File: src/rtl/jtag_tap_pkg.sv
// Shared types and helpers for the oversampled JTAG TAP: IEEE state encoding,
// standard TMS next-state function and instruction code helpers.
package jtag_tap_pkg;

  typedef enum logic [3:0] {
    TLR        = 4'hF,
    RTI        = 4'hC,
    SELECT_DR  = 4'h7,
    CAPTURE_DR = 4'h6,
    SHIFT_DR   = 4'h2,
    EXIT1_DR   = 4'h1,
    PAUSE_DR   = 4'h3,
    EXIT2_DR   = 4'h0,
    UPDATE_DR  = 4'h5,
    SELECT_IR  = 4'h4,
    CAPTURE_IR = 4'hE,
    SHIFT_IR   = 4'hA,
    EXIT1_IR   = 4'h9,
    PAUSE_IR   = 4'hB,
    EXIT2_IR   = 4'h8,
    UPDATE_IR  = 4'hD
  } tap_state_t;

  typedef enum logic [1:0] {
    DR_BYPASS,
    DR_IDCODE,
    DR_USER
  } dr_sel_t;

  localparam int unsigned IDCODE_LEN = 32;

  function automatic tap_state_t tap_next(input tap_state_t state, input logic tms);
    case (state)
      TLR:        return tms ? TLR       : RTI;
      RTI:        return tms ? SELECT_DR : RTI;
      SELECT_DR:  return tms ? SELECT_IR : CAPTURE_DR;
      CAPTURE_DR: return tms ? EXIT1_DR  : SHIFT_DR;
      SHIFT_DR:   return tms ? EXIT1_DR  : SHIFT_DR;
      EXIT1_DR:   return tms ? UPDATE_DR : PAUSE_DR;
      PAUSE_DR:   return tms ? EXIT2_DR  : PAUSE_DR;
      EXIT2_DR:   return tms ? UPDATE_DR : SHIFT_DR;
      UPDATE_DR:  return tms ? SELECT_DR : RTI;
      SELECT_IR:  return tms ? TLR       : CAPTURE_IR;
      CAPTURE_IR: return tms ? EXIT1_IR  : SHIFT_IR;
      SHIFT_IR:   return tms ? EXIT1_IR  : SHIFT_IR;
      EXIT1_IR:   return tms ? UPDATE_IR : PAUSE_IR;
      PAUSE_IR:   return tms ? EXIT2_IR  : PAUSE_IR;
      EXIT2_IR:   return tms ? UPDATE_IR : SHIFT_IR;
      UPDATE_IR:  return tms ? SELECT_DR : RTI;
      default:    return TLR;
    endcase
  endfunction

  // Instruction codes are returned 32 bits wide; callers truncate to IR_WIDTH.
  function automatic logic [31:0] ir_code_idcode();
    return 32'd1;
  endfunction

  function automatic logic [31:0] ir_code_bypass(input int unsigned width);
    return (32'd1 << width) - 32'd1;
  endfunction

  function automatic logic [31:0] ir_code_user(input int unsigned k);
    return 32'd2 + 32'(k);
  endfunction

endpackage

File: src/rtl/jtag_sync_edge.sv
// Two-flop synchronisers for tck/tms/tdi plus a delay flop for tck edge detect.
// Edges are suppressed until a genuine synced low level has been seen after reset.
module jtag_sync_edge (
  input  logic clk,
  input  logic rst_n,
  input  logic tck,
  input  logic tms,
  input  logic tdi,
  output logic tms_s,
  output logic tdi_s,
  output logic tck_rise,
  output logic tck_fall
);

  logic [1:0] tck_sync;
  logic [1:0] tms_sync;
  logic [1:0] tdi_sync;
  logic       tck_d;
  logic       valid_1;
  logic       valid_2;
  logic       armed;

  // NOTE: every clocked block uses non-blocking assignments so that all flops
  // sample the pre-edge values; blocking here would collapse the sync chain.
  always_ff @(posedge clk) begin
    if (!rst_n) begin
      tck_sync <= '0;
      tms_sync <= '0;
      tdi_sync <= '0;
      tck_d    <= 1'b0;
      valid_1  <= 1'b0;
      valid_2  <= 1'b0;
      armed    <= 1'b0;
    end else begin
      tck_sync <= {tck_sync[0], tck};
      tms_sync <= {tms_sync[0], tms};
      tdi_sync <= {tdi_sync[0], tdi};
      tck_d    <= tck_sync[1];
      valid_1  <= 1'b1;
      valid_2  <= valid_1;
      // The reset value of the chain is not a real sample, so wait for one.
      armed    <= armed | (valid_2 & ~tck_sync[1]);
    end
  end

  assign tck_rise = armed &  tck_sync[1] & ~tck_d;
  assign tck_fall = armed & ~tck_sync[1] &  tck_d;
  assign tms_s    = tms_sync[1];
  assign tdi_s    = tdi_sync[1];

endmodule

File: src/rtl/jtag_tap_multi.sv
// IEEE 1149.1 TAP with IDCODE, BYPASS and NUM_USER_DR user registers, run from clk.
// Define JTAG_TAP_DEBUG_EN to expose tap_state and ir_value.
module jtag_tap_multi
  import jtag_tap_pkg::*;
#(
  parameter int unsigned IR_WIDTH      = 4,
  parameter logic [31:0] IDCODE        = 32'h1000_0FFF,
  parameter int unsigned NUM_USER_DR   = 2,
  parameter int unsigned USER_DR_WIDTH = 8
) (
  input  logic                                   clk,
  input  logic                                   rst_n,
  input  logic                                   tck,
  input  logic                                   tms,
  input  logic                                   tdi,
  output logic                                   tdo,
  output logic                                   tdo_oe,
  input  logic [NUM_USER_DR*USER_DR_WIDTH-1:0]   user_dr_in,
  output logic [NUM_USER_DR*USER_DR_WIDTH-1:0]   user_dr_out,
  output logic [NUM_USER_DR-1:0]                 user_update
`ifdef JTAG_TAP_DEBUG_EN
  ,
  output logic [3:0]                             tap_state,
  output logic [IR_WIDTH-1:0]                    ir_value
`endif
);

  localparam int unsigned IDX_W = (NUM_USER_DR > 1) ? $clog2(NUM_USER_DR) : 1;
  localparam logic [IR_WIDTH-1:0] IR_IDCODE  = IR_WIDTH'(ir_code_idcode());
  localparam logic [IR_WIDTH-1:0] IR_CAPTURE = IR_WIDTH'(2'b01);

  logic                     tms_s;
  logic                     tdi_s;
  logic                     tck_rise;
  logic                     tck_fall;
  tap_state_t               state;
  tap_state_t               state_nxt;
  logic [IR_WIDTH-1:0]      ir;
  logic [IR_WIDTH-1:0]      ir_sr;
  logic [IDCODE_LEN-1:0]    idcode_sr;
  logic                     bypass_sr;
  logic [USER_DR_WIDTH-1:0] user_sr;
  logic [31:0]              ir_ext;
  dr_sel_t                  dr_sel;
  logic [IDX_W-1:0]         user_idx;
  logic [31:0]              user_base;
  logic                     dr_lsb;
  logic                     in_shift;

  jtag_sync_edge u_sync (
    .clk      (clk),
    .rst_n    (rst_n),
    .tck      (tck),
    .tms      (tms),
    .tdi      (tdi),
    .tms_s    (tms_s),
    .tdi_s    (tdi_s),
    .tck_rise (tck_rise),
    .tck_fall (tck_fall)
  );

  always_ff @(posedge clk) begin
    if (!rst_n) state <= TLR;
    else        state <= state_nxt;
  end

  // NOTE: combinational blocks assign a default first so no path leaves a
  // signal unassigned, which would otherwise infer a latch.
  always_comb begin
    state_nxt = state;
    if (tck_rise) state_nxt = tap_next(state, tms_s);
  end

  // Unlisted codes (including 0 and all-ones) fall through to BYPASS.
  assign ir_ext = 32'(ir);
  always_comb begin
    dr_sel   = DR_BYPASS;
    user_idx = '0;
    if (ir == IR_IDCODE) begin
      dr_sel = DR_IDCODE;
    end else if (ir_ext >= ir_code_user(0) && ir_ext < ir_code_user(NUM_USER_DR)) begin
      dr_sel   = DR_USER;
      user_idx = IDX_W'(ir_ext - ir_code_user(0));
    end
  end

  assign user_base = 32'(user_idx) * USER_DR_WIDTH;
  assign in_shift  = (state == SHIFT_DR) || (state == SHIFT_IR);

  always_comb begin
    dr_lsb = bypass_sr;
    case (dr_sel)
      DR_IDCODE: dr_lsb = idcode_sr[0];
      DR_USER:   dr_lsb = user_sr[0];
      default:   dr_lsb = bypass_sr;
    endcase
  end

  // Capture and shift happen on tck_rise, keyed on the state before the edge.
  always_ff @(posedge clk) begin
    if (!rst_n) begin
      ir_sr     <= '0;
      idcode_sr <= '0;
      bypass_sr <= 1'b0;
      user_sr   <= '0;
    end else if (tck_rise) begin
      case (state)
        CAPTURE_IR: ir_sr <= IR_CAPTURE;
        SHIFT_IR:   ir_sr <= {tdi_s, ir_sr[IR_WIDTH-1:1]};
        CAPTURE_DR: begin
          case (dr_sel)
            DR_IDCODE: idcode_sr <= IDCODE;
            DR_USER:   user_sr   <= user_dr_in[user_base +: USER_DR_WIDTH];
            default:   bypass_sr <= 1'b0;
          endcase
        end
        SHIFT_DR: begin
          case (dr_sel)
            DR_IDCODE: idcode_sr <= {tdi_s, idcode_sr[IDCODE_LEN-1:1]};
            DR_USER:   user_sr   <= (user_sr >> 1) |
                                    (USER_DR_WIDTH'(tdi_s) << (USER_DR_WIDTH - 1));
            default:   bypass_sr <= tdi_s;
          endcase
        end
        default: ;
      endcase
    end
  end

  // tdo and the update stages act on tck_fall.
  always_ff @(posedge clk) begin
    if (!rst_n) begin
      tdo         <= 1'b0;
      tdo_oe      <= 1'b0;
      ir          <= IR_IDCODE;
      user_dr_out <= '0;
      user_update <= '0;
    end else begin
      user_update <= '0;
      if (state == TLR) ir <= IR_IDCODE;

      if (tck_fall && in_shift) begin
        tdo    <= (state == SHIFT_IR) ? ir_sr[0] : dr_lsb;
        tdo_oe <= 1'b1;
      end else if (!in_shift) begin
        tdo_oe <= 1'b0;
      end

      if (tck_fall && state == UPDATE_IR) ir <= ir_sr;

      // user_dr_out is only touched here, so Test-Logic-Reset leaves it intact.
      if (tck_fall && state == UPDATE_DR && dr_sel == DR_USER) begin
        user_dr_out[user_base +: USER_DR_WIDTH] <= user_sr;
        user_update[user_idx]                   <= 1'b1;
      end
    end
  end

`ifdef JTAG_TAP_DEBUG_EN
  assign tap_state = state;
  assign ir_value  = ir;
`endif

endmodule
File: config.mk
export PLATFORM = sky130hd
export DESIGN_NAME = jtag_tap_multi
export DESIGN_NICKNAME = d
export VERILOG_FILES = /design/src/rtl/jtag_tap_pkg.sv /design/src/rtl/jtag_sync_edge.sv /design/src/rtl/jtag_tap_multi.sv
export SDC_FILE = /design/constraint.sdc
export NUM_CORES = 1
export LEC_CHECK = 0
export CORE_ASPECT_RATIO = 0.8
export CORE_MARGIN = 5
export CORE_UTILIZATION = 39
export DETAILED_ROUTE_END_ITERATION = 8
export SLEW_MARGIN = 20
export SYNTH_ARGS = -nofsm -noshare
export SYNTH_HDL_FRONTEND = slang
export SYNTH_SLANG_ARGS = --single-unit
File: constraint.sdc
create_clock -name clk -period 1.5 [get_ports clk]
set_input_delay 0.225 -clock clk [delete_from_list [all_inputs] [get_ports clk]]
set_output_delay 0.225 -clock clk [all_outputs]
set_load 0.005 [all_outputs]
Word-level counts from Yosys, hierarchy flattened:

Cells that the tools add are included.

* memories kept: 0
* input port bits: 21
* bits in registers: 83
* ROM bits: 0
* bits in latches: 0
* output and inout bits: 20
* bits in writable memories: 0
* logic and storage cells: 117

* div/mod/pow operators: 0
* shift operators: 3
* multiplexer cells: 37
* equality and inequality tests: 25
* bitwise logic cells: 9
* $lt $le $gt $ge: 4
* reduce and logical (&&, ||, !) cells: 20
* multiply operators: 0
* add/sub/neg operators: 2

Operator list (number)
* 32-bit 2-to-1 mux: 2
* 32-bit one-hot mux with 2 select lines: 1
* 4-bit one-hot mux with 12 select lines: 1
* 4-bit negation with 34-bit output: 1
* 8-bit by 34-bit variable shift with 16-bit output (first input constant): 1
* 8-bit by 34-bit indexed part select with 16-bit output: 1
* 4-bit == test (second input constant): 8
* 16-bit bitwise mux: 1
* 4-bit by 3-bit == test with 1-bit output (second input constant): 4
* 2-bit 2-to-1 mux: 8
* 8-bit 2-to-1 mux: 2
* 8-bit one-hot mux with 2 select lines: 1
* 16-bit by 5-bit indexed part select with 8-bit output: 1
* 3-bit 2-to-1 mux: 4
* 4-bit 2-to-1 mux: 3
* 4-bit AND reduction: 3
* 1-bit 2-to-1 mux: 10
* 4-bit by 1-bit == test with 1-bit output (second input constant): 2
* 4-bit by 2-bit == test with 1-bit output (second input constant): 2
* 2-bit inequality test (second input constant): 4
* 7-bit by 8-bit OR with 8-bit output: 1
* 4-bit one-hot mux with 2 select lines: 1
* 1-bit logical AND: 6
* 2-bit by 1-bit inequality test with 1-bit output (second input constant): 3
* 18 further kinds: 29

Depth between registers and ports, before layout:

Gate-level depths: netlist (run 1).

* depth in word-level cells: 8
* depth in mapped cells: 7
* mapped depth without buffers: 4

By module:

Synthesis (run 1) repeated with hierarchy kept, for this count alone.

* cell total of the unflattened synthesis: 376
* area, all modules: 3452.1 um2

Modules (own cells, without submodules)
* jtag_tap_multi: times used 1, sequential area each 1461.4 um2, area each 3170.5 um2, cells each 353
* jtag_sync_edge: times used 1, sequential area each 200.2 um2, area each 281.5 um2, cells each 23

Worst setup path after synthesis (run 1):

Ideal clock, no wire load.

* kind: register to register
* start: register state[0]
* end: register ir_sr[0]
* period minus slack after synthesis: 1.392 ns
* required time: 1.381 ns
* stages on the path, launching flop included: 6
* path buffers: 1
* arrival time: 1.273 ns
* setup time: 0.119 ns
* setup slack: 0.108 ns
* cell sequence: dfxtp_1 > buf_2 > nor3b_4 > and3_1 > inv_1 > o221a_2

* longest elaborated chain between the ends: 3
* elaborated cells on any way between the ends: 5
* those cells by class: eq/ne (2); mux (1); reduce/logical (2)

Ends and longest elaborated chain
* from (decl): line jtag_tap_multi.sv:36 `tap_state_t state;`
* from (signal assigned): line jtag_tap_multi.sv:64 `else state <= state_nxt;`
* 4-bit == test: line jtag_tap_multi.sv:107 `case (state)`
* 2-bit nonzero test (no source line)
* 2-bit AND reduction (no source line)
* to (signal assigned): line jtag_tap_multi.sv:109 `SHIFT_IR: ir_sr <= {tdi_s, ir_sr[IR_WIDTH-1:1]};`
* to (decl): line jtag_tap_multi.sv:39 `logic [IR_WIDTH-1:0] ir_sr;`

Several ways; a longest one is shown, not always the timed one.
A chain may end at the register's enable or synchronous reset.

Worst setup path in the final report (run 1):

* start: register ir[3]
* end: register idcode_sr[16]

* longest elaborated chain between the ends: 7
* elaborated cells on any way between the ends: 10
* those cells by class: order compare (2); eq/ne (4); mux (2); reduce/logical (2)

Ends and longest elaborated chain
* from (decl): line jtag_tap_multi.sv:38 `logic [IR_WIDTH-1:0] ir;`
* from (signal assigned): line jtag_tap_multi.sv:149 `if (tck_fall && state == UPDATE_IR) ir <= ir_sr;`
* 4-bit by 2-bit greater-or-equal comparator with 1-bit output or 4-bit by 3-bit less-than comparator with 1-bit output (tied branches): line jtag_tap_multi.sv:81 `end else if (ir_ext >= ir_code_user(0) && ir_ext < ir_code_user(NUM_USER_DR)) begin`
* 1-bit logical AND: line jtag_tap_multi.sv:81
* 2-bit 2-to-1 mux: line jtag_tap_multi.sv:81
* 2-bit 2-to-1 mux (*): line jtag_tap_multi.sv:79 `if (ir == IR_IDCODE) begin`
* 2-bit by 1-bit == test with 1-bit output (*): line jtag_tap_multi.sv:111, jtag_tap_multi.sv:118
* 2-bit inequality test (no source line) or 2-bit by 1-bit inequality test with 1-bit output (tied branches)
* 4-bit AND reduction (no source line) (*)
* to (signal assigned): line jtag_tap_multi.sv:119 `DR_IDCODE: idcode_sr <= {tdi_s, idcode_sr[IDCODE_LEN-1:1]};`
* to (decl): line jtag_tap_multi.sv:40 `logic [IDCODE_LEN-1:0] idcode_sr;`

Mark *: on every way between the ends. The rest lies on a longest branch, timed or not.

==> impl_metrics.tcl, run 1 <==
set metrics [dict create \
    status "completed" \
    root_buffer "clkbuf_16" \
    finalPower_mw 4.734 \
    leakagePower_nw 1.726 \
    critPathCaptureType "register" \
    final_cells 558 \
    yosys_warnings 0 \
    syn-num-nets 406 \
    hold_buffers 0 \
    synthMuxAreaShare_pct 5.809 \
    yosys.area_share.simple_pct 28.22 \
    slew_violations 0 \
    vias 2860 \
    areaGrowthSynthToFinish_pct 34.54 \
    synthMostInstantiatedCell "dfxtp_1" \
    avgViaCountPerCell 5.125 \
    fp.dieH_um 96.16 \
    routed_wl_mm 8.165 \
    max_slew_margin_pct 73.90 \
    grt_first_pass_wirelength_mm 13.14 \
    place_congestion 0.7737 \
    yosysSeqAreaShare_pct 45.92 \
    grt_max_degree 43 \
    io_buffers 40 \
    nets 460 \
    detailedPlace.worstSlack_ns -0.09572 \
    synth_xor_area_share_pct 0 \
    crit_fanout 24 \
    rsz0062_at_grt "true" \
    n_antenna_cell 0 \
    place_hpwl_mm 4.986 \
    yosysUniqueCellTypes 50 \
    synthArstFlopShare_pct 0 \
    path_class "reg2reg" \
    cp_slowest_stage_delay_ns 0.36 \
    syn_avg_cell_area_um2 9.399 \
    post_synth_most_frequent_cells "dfxtp_1 (83), nand2_1 (52), nand3_1 (24), mux2i_1 (21), nor2b_1 (18)" \
    dp_cells 534 \
    synthCells 385 \
    yosys.area.top_type "dfxtp_1" \
    cp_cell_sequence "buf_6 -> nor4b_4 -> nand3_1 -> buf_12 -> buf_4 -> nand2_1 -> a21boi_1" \
    critical_path_required_ns 1.72 \
    grt_pass1_vias 2684 \
    gr-usage-all-layers_pct 14.12 \
    drive_above_1_share_pct 24.15 \
    period_share_pct 98.44 \
    synth_top_family_by_area "simple AND/OR/NAND/NOR gates" \
    netlist_area_um2 3618 \
    irDropWorstVdd_v 0.0005879 \
    synth_compound_area_share_pct 14.35 \
    antenna_left 0 \
    die_x_um 117.7 \
    dr.pass1.iters 4 \
    clk_latency_ns 0.33 \
    clkTransAtPathRegs_ns 0.06 \
    fin_ws_ns 0.02335 \
    globalRoute.totalOverflow 0 \
    cts_tree "built" \
    synth_top_cell_area_share_pct 45.92 \
    start_util_pct 40.04 \
    hold_class "in2reg" \
    antenna_found_initial 0 \
    num_rows 31 \
    cts_inserted_buffers 9 \
    drt-initial-drc-count 118 \
    synth_flop_cell "dfxtp_1" \
    finalSetupViolCount 0 \
    h-tree-depth 3 \
    clock_sinks 83 \
    p_per_area_nw_per_um2 972.4 \
    cts.path.max_buffers 2 \
    wl_per_cell_um 14.63 \
    slowest_stage "dfxtp_4" \
    core_um2 9037 \
    maxCapViolCount 0 \
    hold_violations 0 \
    synthAdderAreaFrac_pct 0 \
    fin_worst_skew_ns 0.005804 \
    crit_arrival_ns 1.70 \
    critPathLaunchType "register" \
    fmax_mhz 677.2 \
    ys_ff_latch 83 \
    num_io_pins 41 \
    fin_crit_ns 1.477 \
    synth_edf_count 0 \
    synth_area_leaders "dfxtp_1 (46%), mux2i_1 (5.8%), nand2_1 (5.4%)" \
    die_area_um2 11320 \
    drc 0 \
    worst_slew_pin_slew_ns 0.3866 \
]
placed cells by master, fill, tap and decap left out, drive strengths merged, types with 16 or more instances in the layout:
| cell type | Yosys | layout |
|---|---|---|
| nor2 | 19 | 21 |
| dfxtp | 83 | 83 |
| nor2b | 18 | 18 |
| buf | 17 | 32 |
| clkdlybuf4s50 | 0 | 39 |
| nand2 | 52 | 52 |
| nor3b | 16 | 16 |
| nand3 | 24 | 24 |
| mux2i | 21 | 21 |
| a21boi | 19 | 19 |
critical path: cells and delay by family (launching register included):
| kind | cells | cell delay, ns |
|---|---|---|
| and+or+nand+nor | 3 | 0.46 |
| buffers and inverters | 3 | 0.49 |
| DFF | 1 | 0.36 |
| AOI/OAI and AO/OA | 1 | 0.05 |
registers in the layout, summed over array words and instances, names as in the netlist, 2 cells and up:
name	cells
ir_sr	4
user_sr	8
u_sync.tck_sync	2
u_sync.tdi_sync	2
state	4
user_dr_out	16
u_sync.tms_sync	2
idcode_sr	32
user_update	2
ir	4
worst paths after layout:
check,from,to,slack (ns),depth (start not counted)
setup / recovery,ir[3],idcode_sr[16],0.02,7
hold / removal,rst_n,state[1],0.21,2
setup reg to reg,ir[3],idcode_sr[16],0.02,7
hold reg to reg,u_sync.valid_1,u_sync.valid_2,0.44,1
power breakdown:
part           internal (mW)  total (mW)  leakage (nW)  switching (mW)
registers               2.22        2.23         0.671          0.0110
clock network           1.49        2.33         0.154           0.843
logic                  0.107       0.177         0.901          0.0700
total                   3.81        4.73          1.73           0.924
cell families after synthesis:
kind of cell,after synthesis
simple gates,175
flops,83
compound gates,71
buf+inv,35
mux,21
through the flow:
| stage | instance area, um2 | hold WS, ns | TNS (ns) | util, % |
|---|---|---|---|---|
| finish | 4868 | 0.2053 | 0 | 53.87 |
| global route | 4868 | 0.2367 | -1.914 | 53.87 |
| CTS | 4654 | 0.1995 | 0 | 51.50 |
| detailed placement | 4254 | 0.4219 | -0.7670 | 47.07 |
| global placement | 4254 | 0.4147 | -0.4961 | 47.07 |
| floorplan | 3618 | 0.2527 | 0 | - |
per-layer routing:
metal | global-route usage, % | wire, um | up-vias
met3 | 4.172 | 320 | 12
met2 | 22.13 | 3767 | 53
met5 | 0 | 0 | -
met1 | 18.73 | 3953 | 1339
li1 | - | - | 1456
met4 | 4.776 | 124 | 0
area by class of cell:
| cell class | instances | area, um2 |
|---|---|---|
| Tap cell | 115 | 143.9 |
| Sequential cell | 83 | 1675 |
| Fill cell | 799 | 4169 |
| Timing Repair Buffer | 72 | 777.0 |
| Inverter | 4 | 15.01 |
| Clock buffer | 10 | 239.0 |
| Clock inverter | 5 | 77.57 |
| Multi-Input combinational cell | 269 | 1941 |
timing repair:
item	CTS	global route
setup endpoints to repair	37	60
setup buffers	1	4
pin swaps	5	11
gates resized for setup	12	40
cloned	2	2
(Power assumes the default switching activity.)
==> run 2: changes to the inputs <==
clock period = 1.22 ns   (was 1.5 ns; I/O delays follow)
==> impl_metrics.tcl, run 2 (synthesis results as in run 1) <==
set metrics [dict create \
    fp.dieH_um 96.16 \
    num_rows 31 \
    slowest_stage "dfxtp_4" \
    place_congestion 0.7958 \
    fin_ws_ns -0.2511 \
    hold_violations 0 \
    routed_wl_mm 8.747 \
    h-tree-depth 3 \
    post_dp_cell_area_um2 4354 \
    fin_worst_skew_ns 0.007904 \
    crit_fanout 8 \
    io_buffers 40 \
    finalPower_mw 6.042 \
    r2r-end "idcode_sr[28]" \
    max_slew_margin_pct 68.81 \
    num_io_pins 41 \
    nets 481 \
    hold_depth 2 \
    die_x_um 117.7 \
    fin_crit_ns 1.471 \
    globalRoute.totalOverflow 0 \
    hold_class "in2reg" \
    antenna_left 0 \
    clk_latency_ns 0.33 \
    hp-start "rst_n" \
    largest_reg_flops 32 \
    status "finished with violations" \
    cts_tree "built" \
    place_hpwl_mm 4.980 \
    worst_slew_pin_slew_ns 0.4620 \
    path_class "reg2reg" \
    root_buffer "clkbuf_16" \
    reg2reg_from "ir[2]" \
    grt_max_degree 70 \
    finalSetupViolCount 69 \
    drt-initial-drc-count 94 \
    grt_pass1_vias 2897 \
    layout_commonest_cell "dfxtp_1" \
    largest-register "idcode_sr" \
    maxCapViolCount 0 \
    critPathLaunchType "register" \
    drc 0 \
    rsz0062_at_grt "true" \
    areaGrowthSynthToFinish_pct 46.85 \
    die_area_um2 11320 \
    gr-usage-all-layers_pct 15.45 \
    leakagePower_nw 2.027 \
    top_regs "idcode_sr x32, user_dr_out x16, user_sr x8" \
    vias 2968 \
    clkTransAtPathRegs_ns 0.06 \
    p_per_area_nw_per_um2 1137 \
    start_util_pct 40.04 \
    clock_sinks 83 \
    cts.path.max_buffers 2 \
    grt_first_pass_wirelength_mm 14.45 \
    n_antenna_cell 0 \
    critical_path_required_ns 1.47 \
    postLayoutCoreUtil_pct 58.80 \
    irDropWorstVdd_v 0.0006718 \
    cp_slowest_stage_delay_ns 0.37 \
    final_cell_mix "dfxtp_1 (72), nand2_1 (47), buf_4 (25)" \
    critPathCaptureType "register" \
    design_area_um2 5314 \
    regToRegSetupSlack_ns -0.25 \
    period_share_pct 120.6 \
    core_um2 9037 \
    cts_inserted_buffers 9 \
    drive_above_1_share_pct 36.99 \
    dr.pass1.iters 4 \
    fin_tns_setup_ns -11.97 \
    hold_path_end "u_sync.valid_1" \
    fmax_mhz 679.8 \
    timing.hold.ws_ns 0.2528 \
    cp_cell_sequence "nor4b_4 -> and3_4 -> buf_6 -> buf_12 -> nor2_1 -> nor3b_1" \
    wl_per_cell_um 15.08 \
    avgViaCountPerCell 5.117 \
    slew_violations 0 \
    crit_arrival_ns 1.72 \
    antenna_found_initial 0 \
    reg2reg_depth 6 \
    failed_checks "negative setup slack" \
]
-- run 2: power breakdown --
part	switching (mW)	total, mW	internal, mW
clock	1.11	3.08	1.98
sequential	0.0153	2.73	2.72
combinational	0.0879	0.225	0.138
total	1.21	6.04	4.83
-- run 2: per-layer routing --
layer	GRT usage (%)	vias to the layer above	wire length (um)	share of wire, %
li1	-	1506	-	-
met1	20.00	1403	4160	48
met2	25.05	47	4213	48
met3	4.700	12	281	3.2
met4	4.585	0	91	1.0
met5	0	-	0	0
-- run 2: worst max path at each step --
stage | from | end | slack (ns) | depth (start not counted)
global placement | ir[2] | user_dr_out[7] | -0.24 | 4
global route | ir[2] | user_sr[3] | -0.33 | 6
finish | ir[2] | idcode_sr[28] | -0.25 | 6
detailed placement | ir[2] | user_dr_out[6] | -0.26 | 4
floorplan | ir[3] | idcode_sr[28] | -0.10 | 6
CTS | ir[2] | user_dr_out[6] | -0.25 | 4
-- run 2: critical path, delay by kind of cell, from the launching register on --
family | cells | cell delay (ns)
flops | 1 | 0.37
simple gates | 4 | 0.78
buf+inv | 2 | 0.23
-- run 2: final cells by class --
type / instances / area [um2]
clock buffer: 11 / 264.0
clock inverter: 5 / 82.58
fill: 749 / 3724
inverter: 4 / 15.01
multi-input combinational: 269 / 2123
sequential: 83 / 1688
tap: 115 / 143.9
timing repair buffer: 93 / 997.2
-- run 2: what timing repair did --
item                       CTS  global route
cloned                       5             3
resized for setup           88            33
buffers inserted            14             6
hold buffers                 0             0
pin swaps                   35            19
setup endpoints to repair   90            73
-- run 2: per-stage QoR --
| stage | setup WS [ns] | cells |
|---|---|---|
| 2_1_floorplan | -0.1017 | 385 |
| 3_3_place_gp | -0.2384 | 539 |
| 3_5_place_dp | -0.2644 | 539 |
| 4_1_cts | -0.2520 | 574 |
| 5_1_grt | -0.3253 | 580 |
| 6_report | -0.2511 | 580 |
==> run 3: changes to the inputs <==
CORE_MARGIN = unset   (was 5)
==> impl_metrics.tcl, run 3 (synthesis results as in run 1) <==
set metrics [dict create \
    status "finished with violations" \
    failed_checks "negative setup slack" \
    p_per_area_nw_per_um2 1025 \
    drive_above_1_share_pct 40.72 \
    fin_ws_ns -0.2688 \
    critPathCaptureType "register" \
    final_cell_mix "dfxtp_1 (68), nand2_1 (49), buf_4 (29)" \
    num_io_pins 41 \
    dr.pass1.iters 4 \
    grt_first_pass_wirelength_mm 13.32 \
    antenna_found_initial 0 \
    clkTransAtPathRegs_ns 0.06 \
    finalSetupViolCount 69 \
    path_buf_inv 1 \
    worst_slew_pin_slew_ns 0.3498 \
    fin_tns_setup_ns -13.09 \
    period_share_pct 122.0 \
    critical_path_required_ns 1.47 \
    clk_latency_ns 0.33 \
    cts_inserted_buffers 9 \
    max_slew_margin_pct 76.61 \
    place_congestion 0.7942 \
    hold_buffers 0 \
    fmax_mhz 671.7 \
    fin_worst_skew_ns 0.005085 \
    core_um2 9037 \
    hold_class "in2reg" \
    drc 0 \
    leakagePower_nw 1.993 \
    die_area_um2 9670 \
    crit_arrival_ns 1.74 \
    top_regs "idcode_sr x32, user_dr_out x16, user_sr x8" \
    fp.dieH_um 88.16 \
    h-tree-depth 3 \
    cp_cell_sequence "nor3b_4 -> and3_4 -> clkbuf_16 -> nor2_1 -> nor3b_1" \
    rsz0062_at_grt "true" \
    avgViaCountPerCell 5.168 \
    routed_wl_mm 8.886 \
    cp_slowest_stage_delay_ns 0.38 \
    irDropWorstVdd_v 0.0007148 \
    gr-usage-all-layers_pct 17.77 \
    crit_family "simple AND/OR/NAND/NOR gates" \
    fin_crit_ns 1.489 \
    final_cells 584 \
    globalRoute.totalOverflow 0 \
    die_x_um 109.7 \
    place_hpwl_mm 5.006 \
    maxCapViolCount 0 \
    dp_cells 542 \
    io_buffers 40 \
    nets 485 \
    num_rows 31 \
    grt_max_degree 70 \
    cts.path.max_buffers 2 \
    cts_tree "built" \
    areaGrowthSynthToFinish_pct 46.99 \
    n_antenna_cell 0 \
    crit_fanout 12 \
    root_buffer "clkbuf_16" \
    wl_per_cell_um 15.22 \
    path_class "reg2reg" \
    critPathLaunchType "register" \
    antenna_left 0 \
    design_area_um2 5319 \
    vias 3018 \
    finalPower_mw 5.452 \
    largest-register "idcode_sr" \
    slowest_stage "dfxtp_4" \
    largest_reg_flops 32 \
    slew_violations 0 \
    layout_commonest_cell "dfxtp_1" \
    post_dp_cell_area_um2 4364 \
    start_util_pct 40.04 \
    clock_sinks 83 \
    hold_violations 0 \
    grt_pass1_vias 2736 \
    drt-initial-drc-count 118 \
]
[run 3: changes by cell type in the layout (fill, tap and decap cells not counted), moves of 3 or more]
| cell | previous run | this run |
|---|---|---|
| dfxtp_1 | 72 | 68 |
| nor2b_2 | 0 | 7 |
| dfxtp_2 | 6 | 9 |
| nor3_2 | 7 | 10 |
| nor2b_1 | 18 | 11 |
| a21boi_1 | 18 | 13 |
| buf_4 | 25 | 29 |
| a211oi_2 | 3 | 7 |
| buf_12 | 9 | 5 |
| a211oi_1 | 5 | 1 |
| a21boi_2 | 1 | 6 |
[run 3: layout make-up]
cell class                      instances  area, um2
Clock inverter                          4      26.28
Multi-Input combinational cell        270       2200
Fill cell                             772       3719
Inverter                                4      15.01
Tap cell                              115      143.9
Clock buffer                           12      246.5
Sequential cell                        83       1695
Timing Repair Buffer                   96      992.2
[run 3: routing by layer]
metal	up-vias	share of wire (%)	GRT usage, %
met1	1440	50	24.31
met3	11	3.3	4.985
met5	-	0	0
met2	56	46	27.39
li1	1511	-	-
met4	0	1.3	4.970
[run 3: path summary, 6_finish.rpt]
kind | start | to | slack (ns) | depth (start not counted)
hold reg to reg | u_sync.tck_sync[0] | u_sync.tck_sync[1] | 0.43 | 1
setup / recovery | state[0] | idcode_sr[9] | -0.27 | 5
setup reg to reg | state[0] | idcode_sr[9] | -0.27 | 5
hold / removal | rst_n | u_sync.valid_1 | 0.26 | 2
[run 3: worst register-to-register path, delay by kind of cell (launching register included)]
kind / cells / cell delay, ns
AND/OR/NAND/NOR: 4 / 0.84
flip-flops: 1 / 0.38
buffers and inverters: 1 / 0.19
[run 3: metrics by stage]
stage	worst slack [ns]	util (%)	hold slack [ns]
finish	-0.2688	58.85	0.2552
global route	-0.3372	58.85	0.2591
CTS	-0.2577	54.22	0.2462
detailed placement	-0.2493	48.29	0.4227
global placement	-0.2205	48.29	0.4143
floorplan	-0.1017	-	0.2107
[run 3: power by group]
part	internal, mW	switching (mW)	total, mW	leakage, nW
clock network	1.43	1.06	2.49	0.133
logic	0.140	0.0923	0.233	1.19
registers	2.72	0.0156	2.73	0.675
total	4.29	1.16	5.45	1.99
[run 3: what timing repair did]
action | 4_1_cts | 5_1_grt
cloned | 3 | 3
setup buffers | 11 | 9
setup endpoints to repair | 89 | 71
pin swaps | 30 | 37
resized for setup | 73 | 69
